File: config.mk
export PLATFORM = sky130hd
export DESIGN_NAME = unified_mem_arbiter
export DESIGN_NICKNAME = d
export VERILOG_FILES = /design/src/rtl/riscv_pkg.sv /design/src/rtl/arb_starve_ctr.sv /design/src/rtl/unified_mem_arbiter.sv
export SDC_FILE = /design/constraint.sdc
export NUM_CORES = 1
export LEC_CHECK = 0
export ABC_AREA = 1
export BUFFER_PORTS_ARGS = -buffer_cell sky130_fd_sc_hd__buf_2
export CAP_MARGIN = 20
export CORE_AREA = 2 2 108 110
export CTS_BUF_LIST = sky130_fd_sc_hd__clkbuf_8
export DETAILED_ROUTE_END_ITERATION = 6
export DIE_AREA = 0 0 110 112
export GPL_ROUTABILITY_DRIVEN = 0
export SYNTH_ARGS = -nofsm -noshare
export SYNTH_HDL_FRONTEND = slang
export SYNTH_SLANG_ARGS = --single-unit
File: constraint.sdc
create_clock -name clk -period 2.7 [get_ports clk]
set_input_delay 0.135 -clock clk [delete_from_list [all_inputs] [get_ports clk]]
set_output_delay 0.135 -clock clk [all_outputs]
set_load 0.005 [all_outputs]
File: src/rtl/riscv_pkg.sv
// Shared CPU-side constants and types used by the unified memory arbiter.
package riscv_pkg;

    localparam int unsigned ALEN                 = 32;
    localparam int unsigned XLEN                 = 32;
    localparam int unsigned ARB_MAX_WAIT_DEFAULT = 4;
    localparam int unsigned ARB_CNT_W            = 4;

    typedef enum logic [1:0] {
        OWN_NONE = 2'd0,
        OWN_I    = 2'd1,
        OWN_D    = 2'd2
    } mem_owner_e;

endpackage

File: src/rtl/arb_starve_ctr.sv
// Counts consecutive denied fetch cycles and raises force_c once MAX_WAIT is reached.
module arb_starve_ctr
    import riscv_pkg::*;
#(
    parameter int unsigned MAX_WAIT = ARB_MAX_WAIT_DEFAULT
) (
    input  logic clk,
    input  logic rst_n,
    input  logic req,
    input  logic gnt,
    output logic force_c
);

    logic [ARB_CNT_W-1:0] wait_cnt;
    logic [ARB_CNT_W-1:0] wait_nxt;

    // Clear on grant or idle, otherwise saturate at MAX_WAIT.
    always_comb begin
        wait_nxt = wait_cnt;
        if (!req || gnt) begin
            wait_nxt = '0;
        end else if (wait_cnt != ARB_CNT_W'(MAX_WAIT)) begin
            wait_nxt = wait_cnt + ARB_CNT_W'(1);
        end
    end

    always_ff @(posedge clk or negedge rst_n) begin
        if (!rst_n) begin
            wait_cnt <= '0;
        end else begin
            wait_cnt <= wait_nxt;
        end
    end

    assign force_c = (wait_cnt == ARB_CNT_W'(MAX_WAIT));

endmodule

File: src/rtl/unified_mem_arbiter.sv
// Shares one single-port RAM between instruction fetch and data load/store.
module unified_mem_arbiter #(
    parameter int unsigned ALEN     = riscv_pkg::ALEN,
    parameter int unsigned XLEN     = riscv_pkg::XLEN,
    parameter int unsigned MAX_WAIT = riscv_pkg::ARB_MAX_WAIT_DEFAULT
) (
    input  logic            clk,
    input  logic            rst_n,
    input  logic            i_req,
    input  logic [ALEN-1:0] i_addr,
    output logic            i_stall,
    output logic            i_valid,
    output logic [XLEN-1:0] i_rdata,
    input  logic            d_req,
    input  logic            d_we,
    input  logic [3:0]      d_be,
    input  logic [ALEN-1:0] d_addr,
    input  logic [XLEN-1:0] d_wdata,
    output logic            d_stall,
    output logic            d_valid,
    output logic [XLEN-1:0] d_rdata,
    output logic            mem_en,
    output logic            mem_we,
    output logic [3:0]      mem_be,
    output logic [ALEN-1:0] mem_addr,
    output logic [XLEN-1:0] mem_wdata,
    input  logic [XLEN-1:0] mem_rdata
);
    import riscv_pkg::*;

    mem_owner_e owner;
    mem_owner_e owner_nxt;
    logic       force_i;
    logic       gnt_i;
    logic       gnt_d;

    arb_starve_ctr #(
        .MAX_WAIT(MAX_WAIT)
    ) u_starve (
        .clk    (clk),
        .rst_n  (rst_n),
        .req    (i_req),
        .gnt    (gnt_i),
        .force_c(force_i)
    );

    // Owner remembers who was granted so the RAM's late read data can be routed back.
    always_ff @(posedge clk or negedge rst_n) begin
        if (!rst_n) begin
            owner <= OWN_NONE;
        end else begin
            owner <= owner_nxt;
        end
    end

    always_comb begin
        gnt_i     = 1'b0;
        gnt_d     = 1'b0;
        owner_nxt = OWN_NONE;
        mem_we    = 1'b0;
        mem_be    = 4'b0000;
        mem_addr  = '0;
        mem_wdata = '0;

        gnt_i   = i_req & (~d_req | force_i);
        gnt_d   = d_req & ~gnt_i;
        i_stall = i_req & ~gnt_i;
        d_stall = d_req & ~gnt_d;
        mem_en  = rst_n & (gnt_i | gnt_d);

        if (gnt_i) begin
            owner_nxt = OWN_I;
            mem_addr  = i_addr;
        end else if (gnt_d) begin
            owner_nxt = OWN_D;
            mem_we    = rst_n & d_we;
            mem_be    = d_we ? d_be : 4'b0000;
            mem_addr  = d_addr;
            mem_wdata = d_wdata;
        end

        i_valid = (owner == OWN_I);
        d_valid = (owner == OWN_D);
        i_rdata = i_valid ? mem_rdata : '0;
        d_rdata = d_valid ? mem_rdata : '0;
    end

endmodule

==> results of run 1 <==
path summary, 6_finish.rpt:
kind	startpoint	to	slack, ns	depth (start not counted)
max	u_starve.wait_cnt[0]$_DFFE_PN0P_	mem_wdata[18]	0.39	8
min	rst_n	owner[1]$_DFF_PN0_	0.31	2
max reg2reg	u_starve.wait_cnt[0]$_DFFE_PN0P_	owner[1]$_DFF_PN0_	0.86	7
min reg2reg	u_starve.wait_cnt[0]$_DFFE_PN0P_	u_starve.wait_cnt[0]$_DFFE_PN0P_	0.49	1
max in group asynchronous	rst_n	u_starve.wait_cnt[1]$_DFFE_PN0P_	2.22	2
min in group clk	i_req	owner[0]$_DFF_PN0_	0.39	3
routing by layer:
metal	up-vias	wire, µm	track usage
li1	1466	-	-
met1	1164	2676	0.1091
met2	165	3753	0.2025
met3	4	741	0.01756
met4	0	36	0.02110
met5	-	0	0
power breakdown:
part	internal, mW	total [mW]	leakage [nW]	switching [mW]
registers	0.0936	0.0956	0.0800	0.00198
clock network	0.0956	0.133	0.0216	0.0374
logic	0.189	0.387	2.18	0.199
total	0.378	0.616	2.29	0.238
final cells by class:
type                    instances  share of cell area
repair buffers                280              0.4684
multi-input cells             220              0.3164
inverters                      75             0.09294
well taps                     143             0.05907
flip-flops and latches          6             0.04957
clock buffers                   3             0.01363
what timing repair did:
action	4_1_cts	5_1_grt
buffers inserted	0	0
hold buffers	1	0
hold endpoints to repair	6	0
cells in the final DEF (no fill, tap or decap), types with 2 or more instances in the layout:
cell	netlist	final
buf_2	8	274
buf_4	1	5
clkbuf_8	0	3
dfrtp_1	6	6
ha_1	2	2
inv_1	75	75
nand2_1	38	38
nand2_2	2	2
nand3_1	66	66
nor2_1	107	107
metrics by stage:
stage	instances	instance area [µm²]	util
detailed placement	723	2978	0.2665
finish	727	3029	0.2711
global route	727	3029	0.2711
CTS	727	3029	0.2711
global placement	723	2978	0.2665
floorplan	325	1516	-
kinds of logic (layout without fill, tap and decap cells):
kind of cell / after synthesis / after routing / synth area share
AO/OA/AOI/OAI: 1 / 1 / 0.004952
buffers and inverters: 99 / 358 / 0.2690
AND/OR/NAND/NOR: 215 / 215 / 0.5990
flip-flops: 6 / 6 / 0.09901
adder cells (fa/ha/maj): 2 / 2 / 0.01650
XOR/XNOR: 2 / 2 / 0.01155
sequential cells by signal, indices dropped and copies added, names as in the netlist:
| name | count |
|---|---|
| owner | 2 |
| u_starve.wait_cnt | 4 |
==> results.py, run 1 <==
metrics = {
    "sta": {
        "post-route-period-util": 0.8543,
        "holdWs_ns": 0.3069,
        "final_critical_path_setup_slack_ns": 0.3935,
        "setup_violations": 0,
        "relSlewSlack": 0.4883,
        "hold_viol": 0,
        "grt_setup_unrepaired": "no",
        "clock_skew_ns": 0.001102,
        "setup_tns_ns": 0,
        "timing_worst_slew_pin_value_ns": 0.7656,
        "fin_crit_ns": 2.307,
        "finalMaxSlewViolations": 0,
        "fmax_mhz": 433.6,
    },
    "clocking": {
        "cts_buffers": 3,
        "cts_buffer_depth": 2,
        "h-tree-depth": 1,
        "cts_tree": "yes",
        "cts_root_buf": "clkbuf_8",
        "clk_latency_ns": 0.22,
        "numClockSinks": 6,
        "ctsResizeCount": 0,
        "clk_pin_slew_ns": 0.04,
    },
    "floorplan": {
        "die_height_um": 112,
        "io_pins": 275,
        "die_area_um2": 12320,
        "fp.coreArea_um2": 11170,
        "start_util": 0.1357,
        "num_rows": 39,
        "dieWidth_um": 110,
    },
    "synthesis": {
        "yosys.area.top_type_share": 0.2649,
        "avgSynthCellArea_um2": 4.666,
        "synthTopCellsByArea": "nor2_1 26%, nand3_1 22%, inv_1 19%, dfrtp_1 9.9%, nand2_1 9.4%",
        "syn_area_um2": 1516,
        "syn_inst": 325,
        "yosysTopAreaCell": "nor2_1",
        "synth_edf_count": 0,
        "synth_ff_type": "dfrtp_1",
        "ys_seq_elements": 6,
        "async_flop_share": 1.000,
        "synth_nets": 464,
        "yosys-top-cells-count": "107 x nor2_1, 75 x inv_1, 66 x nand3_1",
        "synth_cell_types": 17,
        "synth.most_common_cell": "nor2_1",
        "ys_seq_area_frac": 0.09901,
        "yosys_warnings": 0,
    },
    "power_and_ir_drop": {
        "p_leak_nw": 2.285,
        "pwr_density_cell_nw_per_um2": 203.3,
        "peakVddDrop_v": 0.0001276,
        "total_power_uw": 615.9,
    },
    "detailed_routing": {
        "drtPass1Iterations": 4,
        "antenna_left": 0,
        "wirelength_um": 7207,
        "routed-via-count": 2799,
        "drt-initial-drc-count": 66,
        "wl_per_cell_um": 9.913,
        "drc_errors": 0,
        "via_per_inst": 3.850,
    },
    "cells_and_area": {
        "fill_cells": 1277,
        "drive_above_1_share": 0.4897,
        "nets": 725,
        "seqCellArea_um2": 150.1,
        "multiInputGateArea_um2": 958.4,
        "n_antenna_cell": 0,
        "syn_to_final_growth_pct": 99.75,
    },
    "worst_setup_path": {
        "crit_required_ns": 2.57,
        "crit_path_start_kind": "flip-flop",
        "critPathMaxStageDelay_ns": 0.49,
        "crit_fanout": 38,
        "worstSetupPathType": "reg2out",
        "critical_path_buf_inv_count": 2,
        "crit_arrival_ns": 2.17,
        "critPathCaptureType": "output port",
        "cp_common_cell": "nand2_2",
        "crit_slowest_cell": "nand2_2",
        "path_cells": "inv_1, ha_1, nand3_2, nand2_2, nand2_4, nand2_2, nor2_1, buf_2",
        "path_delay_family": "simple AND/OR/NAND/NOR gates",
    },
    "global_routing": {
        "grt_pass1_vias": 2279,
        "grt_pass1_wl_um": 10240,
        "grt_overflow": 0,
        "antenna_found_initial": 0,
        "grt_max_degree": 39,
        "grt_use_total": 0.1022,
    },
    "placement": {
        "dp_hpwl_um": 6029,
        "dpl_worst_slack_ns": 0.5788,
        "io_buffer_count": 274,
    },
    "run": {
        "drv_cap": 0,
    },
    "status": {
        "outcome": "completed",
    },
    "min_path": {
        "hp-class": "in2async",
    },
}
(Power assumes the default switching activity.)
==> run 2: changes to the inputs <==
GPL_TIMING_DRIVEN = 0   (was not set)
REMOVE_ABC_BUFFERS = 1   (was not set)
==> run 2 against run 1 <==
  * Setup slack got worse by 0.020 ns
  * First-iteration DRC count rose by 47%
  * Cell count is 0.69% lower
  * Non-clock buffer count is 5 lower
  * Flip-flop and latch count unchanged
  * Core utilization shrank 0.17 points
  * Critical endpoint is now mem_wdata[27]
==> results.py, run 2 (synthesis gave the netlist of run 1 again) <==
metrics = {
    "status": {
        "outcome": "completed",
    },
    "sta": {
        "fin_crit_ns": 2.327,
        "hold_viol": 0,
        "post-route-period-util": 0.8617,
        "fmax_mhz": 429.8,
        "timing_worst_slew_pin_value_ns": 1.019,
        "setup_violations": 0,
        "clock_skew_ns": 0.0005562,
        "finalMaxSlewViolations": 0,
        "relSlewSlack": 0.3190,
        "grt_setup_unrepaired": "no",
    },
    "detailed_routing": {
        "drc_errors": 0,
        "via_per_inst": 3.884,
        "drtPass1Iterations": 4,
        "antenna_left": 0,
        "wirelength_um": 7954,
        "wl_per_cell_um": 11.02,
        "drt-initial-drc-count": 97,
        "routed-via-count": 2804,
    },
    "clocking": {
        "clk_latency_ns": 0.22,
        "h-tree-depth": 1,
        "cts_buffers": 3,
        "cts_buffer_depth": 2,
        "cts_tree": "yes",
        "cts_root_buf": "clkbuf_8",
        "clk_pin_slew_ns": 0.04,
        "numClockSinks": 6,
    },
    "power_and_ir_drop": {
        "pwr_density_cell_nw_per_um2": 205.0,
        "total_power_uw": 617.2,
        "p_leak_nw": 2.263,
        "peakVddDrop_v": 0.0001168,
    },
    "run": {
        "drv_cap": 0,
    },
    "global_routing": {
        "grt_use_total": 0.1158,
        "grt_max_degree": 39,
        "antenna_found_initial": 0,
        "grt_pass1_wl_um": 11320,
        "grt_pass1_vias": 2431,
        "grt_overflow": 0,
    },
    "worst_setup_path": {
        "cp_common_cell": "nand2_4",
        "crit_path_start_kind": "flip-flop",
        "crit_slowest_cell": "dfrtp_1",
        "worstSetupPathType": "reg2out",
        "crit_arrival_ns": 2.19,
        "path_cells": "inv_1, ha_1, nand3_2, nand2_4, nand2_8, nand2_4, nor2_1, buf_2",
        "crit_required_ns": 2.57,
        "critPathCaptureType": "output port",
        "crit_fanout": 38,
        "critPathMaxStageDelay_ns": 0.38,
        "r2r_setup_slack_ns": 0.80,
    },
    "cells_and_area": {
        "postLayoutCellArea_um2": 3010,
        "final_cell_mix": "274 x buf_2, 107 x nor2_1, 75 x inv_1",
        "layout_commonest_cell": "buf_2",
        "largest_reg_flops": 4,
        "largest_registers": "u_starve.wait_cnt (4), owner (2)",
        "syn_to_final_growth_pct": 98.52,
        "nets": 720,
        "largest_register": "u_starve.wait_cnt",
        "n_antenna_cell": 0,
        "drive_above_1_share": 0.4853,
        "finalNonFillerCells": 722,
    },
    "floorplan": {
        "io_pins": 275,
        "start_util": 0.1357,
        "fp.coreArea_um2": 11170,
        "die_height_um": 112,
        "dieWidth_um": 110,
        "die_area_um2": 12320,
        "num_rows": 39,
    },
    "placement": {
        "dp_hpwl_um": 6726,
        "place_area_um2": 2940,
        "post-place-cells": 718,
        "io_buffer_count": 274,
    },
    "min_path": {
        "hp-class": "in2async",
    },
}
## run 2: layout make-up
class | instances | area [µm²]
Tap cell | 143 | 178.9
Timing Repair Buffer | 275 | 1381
Fill cell | 1340 | 8164
Clock buffer | 3 | 41.29
Sequential cell | 6 | 150.1
Multi-Input combinational cell | 220 | 977.2
Inverter | 75 | 281.5
## run 2: where the power goes
part	leakage, nW	total, mW	internal [mW]	switching (mW)
Combinational	2.16	0.389	0.185	0.204
Clock	0.0216	0.133	0.0956	0.0371
Sequential	0.0800	0.0954	0.0936	0.00187
Total	2.26	0.617	0.375	0.243
## run 2: path summary, 6_finish.rpt
kind                                                  startpoint                               end  depth (start not counted)
worst max-delay path            u_starve.wait_cnt[0]$_DFFE_PN0P_                     mem_wdata[27]                          8
worst min-delay path                                       rst_n  u_starve.wait_cnt[3]$_DFFE_PN0P_                          2
worst max register to register  u_starve.wait_cnt[0]$_DFFE_PN0P_                owner[1]$_DFF_PN0_                          7
worst min register to register  u_starve.wait_cnt[0]$_DFFE_PN0P_  u_starve.wait_cnt[0]$_DFFE_PN0P_                          1
max in group asynchronous                                  rst_n                owner[1]$_DFF_PN0_                          2
min in group clk                u_starve.wait_cnt[0]$_DFFE_PN0P_  u_starve.wait_cnt[0]$_DFFE_PN0P_                          1
## run 2: what timing repair did
| action | in CTS | in global routing |
|---|---|---|
| resized for setup | 2 | 1 |
| buffers inserted | 0 | 0 |
| hold endpoints to repair | 6 | 0 |
| endpoints found under the setup margin | 37 | 37 |
| hold buffers | 1 | 0 |
## run 2: routing by layer
metal  share of wire  wire [µm]  vias to the layer above  track usage
li1                -          -                     1457            -
met1            0.37       2945                     1167       0.1203
met2            0.51       4064                      174       0.2307
met3            0.11        860                        6      0.01815
met4           0.011         85                        0      0.03207
met5               0          0                        -            0
## run 2: metrics by stage
stage	hold slack [ns]	TNS (ns)	util	setup WS, ns
finish	0.2893	0	0.2694	0.3734
detailed placement	-0.009143	-2.946	0.2631	-0.1702
global placement	-0.007682	-3.604	0.2631	-0.1763
floorplan	-0.1606	0	-	0.7456
CTS	0.3097	0	0.2690	0.09184
global route	0.3192	0	0.2694	0.1509
## run 2: worst max-delay path: cells and delay by family (launching register included)
family | cells | cell delay, ns
flops | 1 | 0.38
buf+inv | 2 | 0.22
simple gates | 5 | 1.15
fa+ha+maj | 1 | 0.21
